### src/rtl/mips_ctrl_pkg.sv
// Shared types and constants for the multicycle MIPS controller.
// Optional beq support is enabled with MIPS_CTRL_BEQ_EN.
package mips_ctrl_pkg;

  localparam logic [5:0] OP_RTYPE = 6'd0;
  localparam logic [5:0] OP_BEQ   = 6'd4;
  localparam logic [5:0] OP_ADDI  = 6'd8;
  localparam logic [5:0] OP_LW    = 6'd35;
  localparam logic [5:0] OP_SW    = 6'd43;

  localparam logic [1:0] ALUOP_ADD   = 2'b00;
  localparam logic [1:0] ALUOP_SUB   = 2'b01;
  localparam logic [1:0] ALUOP_FUNCT = 2'b10;

  typedef enum logic [2:0] {
    S_FETCH  = 3'd0,
    S_DECODE = 3'd1,
    S_EXEC   = 3'd2,
    S_MEM    = 3'd3,
    S_WB     = 3'd4,
    S_HALT   = 3'd5
  } state_e;

  typedef struct packed {
    logic       pc_write;
    logic       ir_write;
    logic       reg_dst;
    logic       alu_src;
    logic       mem_to_reg;
    logic       reg_write;
    logic       mem_read;
    logic       mem_write;
    logic       pc_src;
    logic [1:0] alu_op;
  } ctrl_t;

  function automatic logic op_supported(
    input logic [5:0] op
  );
    logic ok;
    ok = (op == OP_RTYPE) || (op == OP_LW) ||
         (op == OP_SW) || (op == OP_ADDI);
`ifdef MIPS_CTRL_BEQ_EN
    ok = ok || (op == OP_BEQ);
`endif
    return ok;
  endfunction

endpackage

### src/rtl/mips_multicycle_ctrl_decode.sv
// Combinational control-word decode from state and latched opcode.
// beq control (MIPS_CTRL_BEQ_EN) uses the ALU zero flag.
module mips_multicycle_ctrl_decode
  import mips_ctrl_pkg::*;
(
  input  state_e     state,
  input  logic [5:0] opcode,
  input  logic       zero,
  input  logic       mem_ready,
  output ctrl_t      ctl
);

`ifndef MIPS_CTRL_BEQ_EN
  logic unused_zero;
  assign unused_zero = zero;
`endif

  always_comb begin
    ctl = '0;
    unique case (state)
      S_FETCH: begin
        ctl.mem_read = 1'b1;
        ctl.alu_op   = ALUOP_ADD;
        ctl.ir_write = mem_ready;
        ctl.pc_write = mem_ready;
      end
      S_EXEC: begin
        unique case (1'b1)
          (opcode == OP_RTYPE): begin
            ctl.alu_op = ALUOP_FUNCT;
          end
          (opcode == OP_LW),
          (opcode == OP_SW),
          (opcode == OP_ADDI): begin
            ctl.alu_src = 1'b1;
          end
`ifdef MIPS_CTRL_BEQ_EN
          (opcode == OP_BEQ): begin
            ctl.alu_op   = ALUOP_SUB;
            ctl.pc_src   = 1'b1;
            ctl.pc_write = zero;
          end
`endif
          default: ;
        endcase
      end
      S_MEM: begin
        unique case (1'b1)
          (opcode == OP_LW): begin
            ctl.mem_read = 1'b1;
            ctl.alu_src  = 1'b1;
          end
          (opcode == OP_SW): begin
            ctl.mem_write = 1'b1;
          end
          default: ;
        endcase
      end
      S_WB: begin
        ctl.reg_write = 1'b1;
        unique case (1'b1)
          (opcode == OP_RTYPE): ctl.reg_dst = 1'b1;
          (opcode == OP_LW):    ctl.mem_to_reg = 1'b1;
          default: ;
        endcase
      end
      default: ;
    endcase
  end

endmodule

### src/rtl/mips_multicycle_ctrl.sv
// Multicycle MIPS sequencer: state, opcode latch, sticky illegal, retire count.
// Define MIPS_CTRL_BEQ_EN to support beq (opcode 4).
module mips_multicycle_ctrl
  import mips_ctrl_pkg::*;
#(
  parameter int CNT_W        = 16,
  parameter bit ILLEGAL_HALT = 1'b1
) (
  input  logic             CLK,
  input  logic             RESET_N,
  input  logic [5:0]       opcode,
  input  logic             Zero,
  input  logic             MemReady,
  output logic             PCWrite,
  output logic             PCSrc,
  output logic             IRWrite,
  output logic             RegDst,
  output logic             ALUSrc,
  output logic [1:0]       ALUOp,
  output logic             MemRead,
  output logic             MemWrite,
  output logic             MemtoReg,
  output logic             RegWrite,
  output logic [2:0]       State,
  output logic             Illegal,
  output logic [CNT_W-1:0] InstrCount
);

  state_e           state;
  logic [5:0]       op_q;
  logic             illegal_q;
  logic [CNT_W-1:0] cnt;
  ctrl_t            cw;
  ctrl_t            cw_g;

  mips_multicycle_ctrl_decode u_dec (
    .state     (state),
    .opcode    (op_q),
    .zero      (Zero),
    .mem_ready (MemReady),
    .ctl       (cw)
  );

  always_ff @(posedge CLK or negedge RESET_N) begin
    if (!RESET_N) begin
      state     <= S_FETCH;
      op_q      <= '0;
      illegal_q <= 1'b0;
      cnt       <= '0;
    end else begin
      unique case (state)
        S_FETCH: begin
          if (MemReady) state <= S_DECODE;
        end
        S_DECODE: begin
          op_q <= opcode;
          if (op_supported(opcode)) begin
            state <= S_EXEC;
          end else begin
            illegal_q <= 1'b1;
            state     <= ILLEGAL_HALT ? S_HALT : S_FETCH;
          end
        end
        S_EXEC: begin
          unique case (1'b1)
            (op_q == OP_RTYPE),
            (op_q == OP_ADDI): state <= S_WB;
            (op_q == OP_LW),
            (op_q == OP_SW):   state <= S_MEM;
`ifdef MIPS_CTRL_BEQ_EN
            (op_q == OP_BEQ): begin
              state <= S_FETCH;
              cnt   <= cnt + CNT_W'(1);
            end
`endif
            default: state <= S_FETCH;
          endcase
        end
        S_MEM: begin
          if (MemReady) begin
            if (op_q == OP_SW) begin
              state <= S_FETCH;
              cnt   <= cnt + CNT_W'(1);
            end else begin
              state <= S_WB;
            end
          end
        end
        S_WB: begin
          state <= S_FETCH;
          cnt   <= cnt + CNT_W'(1);
        end
        S_HALT: state <= S_HALT;
        default: state <= S_FETCH;
      endcase
    end
  end

  // Reset forces every strobe low at once, aborting any write in flight.
  assign cw_g = RESET_N ? cw : '0;

  assign PCWrite    = cw_g.pc_write;
  assign PCSrc      = cw_g.pc_src;
  assign IRWrite    = cw_g.ir_write;
  assign RegDst     = cw_g.reg_dst;
  assign ALUSrc     = cw_g.alu_src;
  assign ALUOp      = cw_g.alu_op;
  assign MemRead    = cw_g.mem_read;
  assign MemWrite   = cw_g.mem_write;
  assign MemtoReg   = cw_g.mem_to_reg;
  assign RegWrite   = cw_g.reg_write;
  assign State      = state;
  assign Illegal    = illegal_q;
  assign InstrCount = cnt;

endmodule

### config.mk
export PLATFORM = sky130hd
export DESIGN_NAME = mips_multicycle_ctrl
export DESIGN_NICKNAME = d
export VERILOG_FILES = /design/src/rtl/mips_ctrl_pkg.sv /design/src/rtl/mips_multicycle_ctrl_decode.sv /design/src/rtl/mips_multicycle_ctrl.sv
export SDC_FILE = /design/constraint.sdc
export NUM_CORES = 1
export LEC_CHECK = 0
export CORE_AREA = 2 2 77 79
export CTS_CLUSTER_DIAMETER = 120
export CTS_CLUSTER_SIZE = 40
export DETAILED_ROUTE_END_ITERATION = 8
export DIE_AREA = 0 0 79 81
export PLACE_DENSITY = 0.49
export SLEW_MARGIN = 15
export SYNTH_ARGS = -nofsm -noshare
export SYNTH_HDL_FRONTEND = slang
export SYNTH_SLANG_ARGS = --single-unit
### constraint.sdc
create_clock -name CLK -period 4.3 [get_ports CLK]
set_clock_uncertainty 0.05 [all_clocks]
set_input_delay 0.43 -clock CLK [delete_from_list [all_inputs] [get_ports CLK]]
set_output_delay 0.43 -clock CLK [all_outputs]
set_load 0.1 [all_outputs]
Yosys cells after proc, flatten, opt, wreduce, memory -nomap -nowiden
Index checks and enable logic that the tools add are counted.
- register bits: 26
- input bits: 10
- add/subtract/negate cells: 1
- eq/ne operators: 14
- muxes and demuxes: 22
- bitwise gates (word level): 1
- reduce and logical (&&, ||, !) cells: 13
- operator list (cell ; count):
    16-bit 2-to-1 mux ; 2
    16-bit case mux with 2 select lines ; 1
    6-bit equality test (second input constant) ; 4
    16-bit by 1-bit adder with 16-bit output (second input constant) ; 1
    3-bit case mux with 5 select lines ; 1
    6-bit by 4-bit equality test with 1-bit output (second input constant) ; 2
    6-bit logical NOT ; 2
    3-bit 2-to-1 mux ; 4
    11-bit 2-to-1 mux ; 1
    2-bit 2-to-1 mux ; 4
    3-bit by 2-bit equality test with 1-bit output (second input constant) ; 2
    3-bit equality test (second input constant) ; 2
    1-bit 2-to-1 mux ; 6
    2-bit != test (second input constant) ; 3
    3-bit case mux with 2 select lines ; 1
    1-bit case mux with 2 select lines ; 2
    2-bit AND reduction ; 2
    2-bit OR reduction ; 2
    3-bit by 1-bit equality test with 1-bit output (second input constant) ; 1
    3-bit logical NOT ; 1
    1-bit logical OR ; 3
    3-bit AND reduction ; 1
    3-bit OR reduction ; 1
    2-bit nonzero test ; 1
    1-bit inverter ; 1

Logic depth before layout (Yosys ltp)
- word-level depth: 6
- depth in mapped cells: 6
- gate-level depth less buffers: 5

Cells and area by module
From an unflattened synthesis, not the netlist that was laid out.
- cells, all modules: 149
- area total of the unflattened synthesis: 1515.2 sq um
- by module, submodules not included (module ; instances ; cells each ; area each (sq um)):
    mips_multicycle_ctrl ; 1 ; 125 ; 1360.1
    mips_multicycle_ctrl_decode ; 1 ; 24 ; 155.1

Worst setup path before layout
Ideal clock, no wire load.
- path kind: register to output
- from: register state[2], in the netlist State[2]
- to: output ALUOp[1]
- arrival: 4.210 ns
- required time: 3.820 ns
- slack: -0.390 ns
- cell stages (with the launch flop): 5
- buffers on the path: 1
- path through: dfrtp_1 > buf_4 > and2b_1 > nand2_1 > nor4_1
- cells in the longest elaborated chain, start to end: 3
- ends and longest elaborated chain (what ; line ; RTL):
    start: declaration ; mips_multicycle_ctrl.sv:29 ; state_e state;
    start signal: assignment ; mips_multicycle_ctrl.sv:61 ; state <= ILLEGAL_HALT ? S_HALT : S_FETCH;
    3-bit by 2-bit equality test with 1-bit output ; mips_multicycle_ctrl_decode.sv:20 ; unique case (state)
    2-bit 2-to-1 mux ; mips_multicycle_ctrl_decode.sv:20 ;
    11-bit 2-to-1 mux ; mips_multicycle_ctrl.sv:100 ; assign cw_g = RESET_N ? cw : '0;
    end: declaration ; mips_multicycle_ctrl.sv:19 ; output logic [1:0] ALUOp,
Every way passes these cells.

Worst setup path after layout
- from: input RESET_N
- to: output ALUSrc
- cells in the longest elaborated chain, start to end: 1
- ends and longest elaborated chain (what ; line ; RTL):
    start: declaration ; mips_multicycle_ctrl.sv:10 ; input logic RESET_N,
    11-bit 2-to-1 mux ; mips_multicycle_ctrl.sv:100 ;
    end: declaration ; mips_multicycle_ctrl.sv:18 ; output logic ALUSrc,
Every way passes these cells.

==> impl_metrics.py <==
metrics = {
    "placed_design": {
        "place_ws_ns": 1.69,
        "gp_congestion": 0.805,
        "hpwl_um": 2260,
        "portBuffers": 37,
    },
    "setup_path": {
        "crit_buf_inv": 3,
        "end_kind": "output pin",
        "max_stage_delay_ns": 0.45,
        "crit_type": "in -> out",
        "startpoint_type": "input port",
        "worstPathMaxFanout": 29,
        "cpLargestDelayFamily": "buffers and inverters",
        "worst_path_most_repeated_cell": "buf_4",
        "path_cells": "clkdlybuf4s50_1 -> buf_4 -> and2b_1 -> nand2_1 -> a221oi_1 -> buf_4",
        "critPathArrivalTime_ns": 2.10,
        "cp_slowest_cell": "clkdlybuf4s50_1",
        "required_ns": 3.82,
    },
    "clock_tree": {
        "clk_path_buf_depth": 2,
        "cts.sinks": 26,
        "cts_root_buf": "clkbuf_8",
        "clk_pin_slew_worst_paths_ns": 0.09,
        "post_cts_buffers": 0,
        "clk_latency_ns": 0.27,
        "post_cts_resize_count": 0,
        "hold_buffers": 0,
        "numCtsBuffers": 3,
        "h-tree-depth": 1,
        "cts_tree": "yes",
    },
    "floorplan": {
        "placeableCoreArea_mm2": 0.00568,
        "io-pin-count": 41,
        "die_h_um": 81,
        "initial_core_util": 0.241,
        "die_w_um": 79,
        "die-area_mm2": 0.00640,
        "row_count": 28,
    },
    "route": {
        "avgRoutedWirePerCell_um": 12.7,
        "ant_nets": 0,
        "dr.pass1.iters": 4,
        "drtIter0Drc": 78,
        "vias": 1062,
        "wirelength_um": 3010,
        "drc": 0,
        "viasPerCell": 4.48,
    },
    "logic_synthesis": {
        "synthCells": 125,
        "synth_edf_count": 0,
        "yosysTopAreaCell": "dfrtp_1",
        "synth.top_cell.area_share": 0.477,
        "synth_area_per_cell_um2": 10.9,
        "netlist_top_cells_area": "dfrtp_1 48%, xnor2_1 8.3%, mux2_2 4.9%",
        "yosys_most_used_dff": "dfrtp_1",
        "yosys_warnings": 0,
        "ys_types": 34,
        "synth_area_mm2": 0.00137,
        "yosysMostFrequentCell": "dfrtp_1",
        "synthTopCellsByCount": "26 x dfrtp_1, 13 x xnor2_1, 9 x nand2_1, 8 x nand3_1, 8 x nor2_1",
        "async_flop_share": 1.00,
        "ys_seq_area_frac": 0.477,
        "synth_seq_cells": 26,
    },
    "grt": {
        "grt_overflow": 0,
        "grt_max_degree": 30,
        "grt_pass1_vias": 1068,
        "grt_pass1_wl_um": 4970,
        "antenna_found_initial": 0,
        "grt_usage": 0.0986,
    },
    "final_layout": {
        "num-fill-cells": 598,
        "multi_input_area_um2": 674,
        "syn_to_final_growth_pct": 35.5,
        "antenna_cells": 0,
        "layout-drive-gt1-share": 0.191,
        "regArea_um2": 651,
        "nNetsFinal": 174,
    },
    "timing": {
        "setup_viol": 0,
        "tns_ns": 0,
        "rsz0062_at_grt": "false",
        "slew_headroom": 0.341,
        "hold_ws_ns": 0.427,
        "period_share": 0.599,
        "layout_setup_ws_ns": 1.72,
        "period_needed_ns": 2.58,
        "slew_viol_final": 0,
        "max_freq_mhz": 388,
        "hold_violations": 0,
        "worstMarginPinSlew_ns": 0.986,
    },
    "power": {
        "p_leak_uw": 0.000733,
        "power_density_mw_per_mm2": 680,
        "peakVddDrop_mv": 0.352,
    },
    "run_status": {
        "status": "finished clean",
    },
    "worst_hold_path": {
        "hp-class": "reg -> reg",
    },
    "run": {
        "cap_violations": 0,
    },
}
## power by group
group	internal, µW	total [µW]	switching, µW
Combinational	191	652	461
Sequential	312	407	94.9
Clock	124	199	74.2
## worst reg2reg max path, stage by stage, from the launching register on
cell and delay (ns):
dfrtp_1 0.51, nor2_2 0.20, nand2_1 0.16, a211oi_4 0.47, nand4_1 0.18, xnor2_1 0.15
## sequential cells by signal, summed over array words and instances (netlist names)
register,count
InstrCount,16
op_q,6
State,3
Illegal,1
## cells by family (layout without fill, tap and decap cells)
| kind of cell | Yosys count | after routing | synth area share |
|---|---|---|---|
| other | 1 | 2 | 0.00275 |
| DFF | 26 | 26 | 0.477 |
| adders and majority gates | 1 | 1 | 0.00916 |
| muxes | 7 | 7 | 0.0605 |
| and+or+nand+nor | 54 | 54 | 0.224 |
| buffers and inverters | 7 | 43 | 0.0367 |
| AOI/OAI and AO/OA | 14 | 14 | 0.0944 |
| xor gates and xnor gates | 15 | 15 | 0.0962 |
## layer usage
layer / vias up / wire, µm / GRT usage
li1: 515 / - / -
met1: 520 / 1370 / 0.118
met2: 23 / 1450 / 0.166
met3: 4 / 135 / 0.0256
met4: 0 / 58 / 0.0466
met5: - / 0 / 0
## stage by stage
stage | instances | total power (µW) | area [µm²] | util
after floorplan | 126 | 932 | 1380 | -
after global placement | 233 | 1060 | 1780 | 0.313
after detailed placement | 233 | 1070 | 1780 | 0.313
after CTS | 237 | 1270 | 1850 | 0.326
after global routing | 237 | 1320 | 1850 | 0.326
final | 237 | 1260 | 1850 | 0.326
## placed cells by master (no fill, tap or decap), drive strengths merged, types with 6 or more instances in the layout
cell / instances
mux2: 7
buf: 10
nand2: 9
clkdlybuf4s50: 28
and3: 7
xnor2: 13
dfrtp: 26
nand3: 8
nor2: 9
nand4: 6
## layout make-up
class                      count  share of cell area
timing repair buffer          38               0.192
tap                           75              0.0507
multi-input combinational     93               0.365
clock inverter                 1              0.0162
inverter                       1             0.00203
sequential                    26               0.352
clock buffer                   3              0.0223
## final timing paths
kind | slack (ns) | cells after the start | end | startpoint
worst max-delay path | 1.72 | 6 | ALUSrc | RESET_N
worst min-delay path | 0.43 | 1 | InstrCount[15] | InstrCount[15]
worst max register to register | 2.47 | 5 | InstrCount[11] | State[0]
worst min register to register | 0.43 | 1 | InstrCount[15] | InstrCount[15]
max in group asynchronous | 3.44 | 2 | State[0] | RESET_N
min in group asynchronous | 0.49 | 2 | InstrCount[13] | RESET_N
No activity file was read; power rests on OpenSTA's default activity.
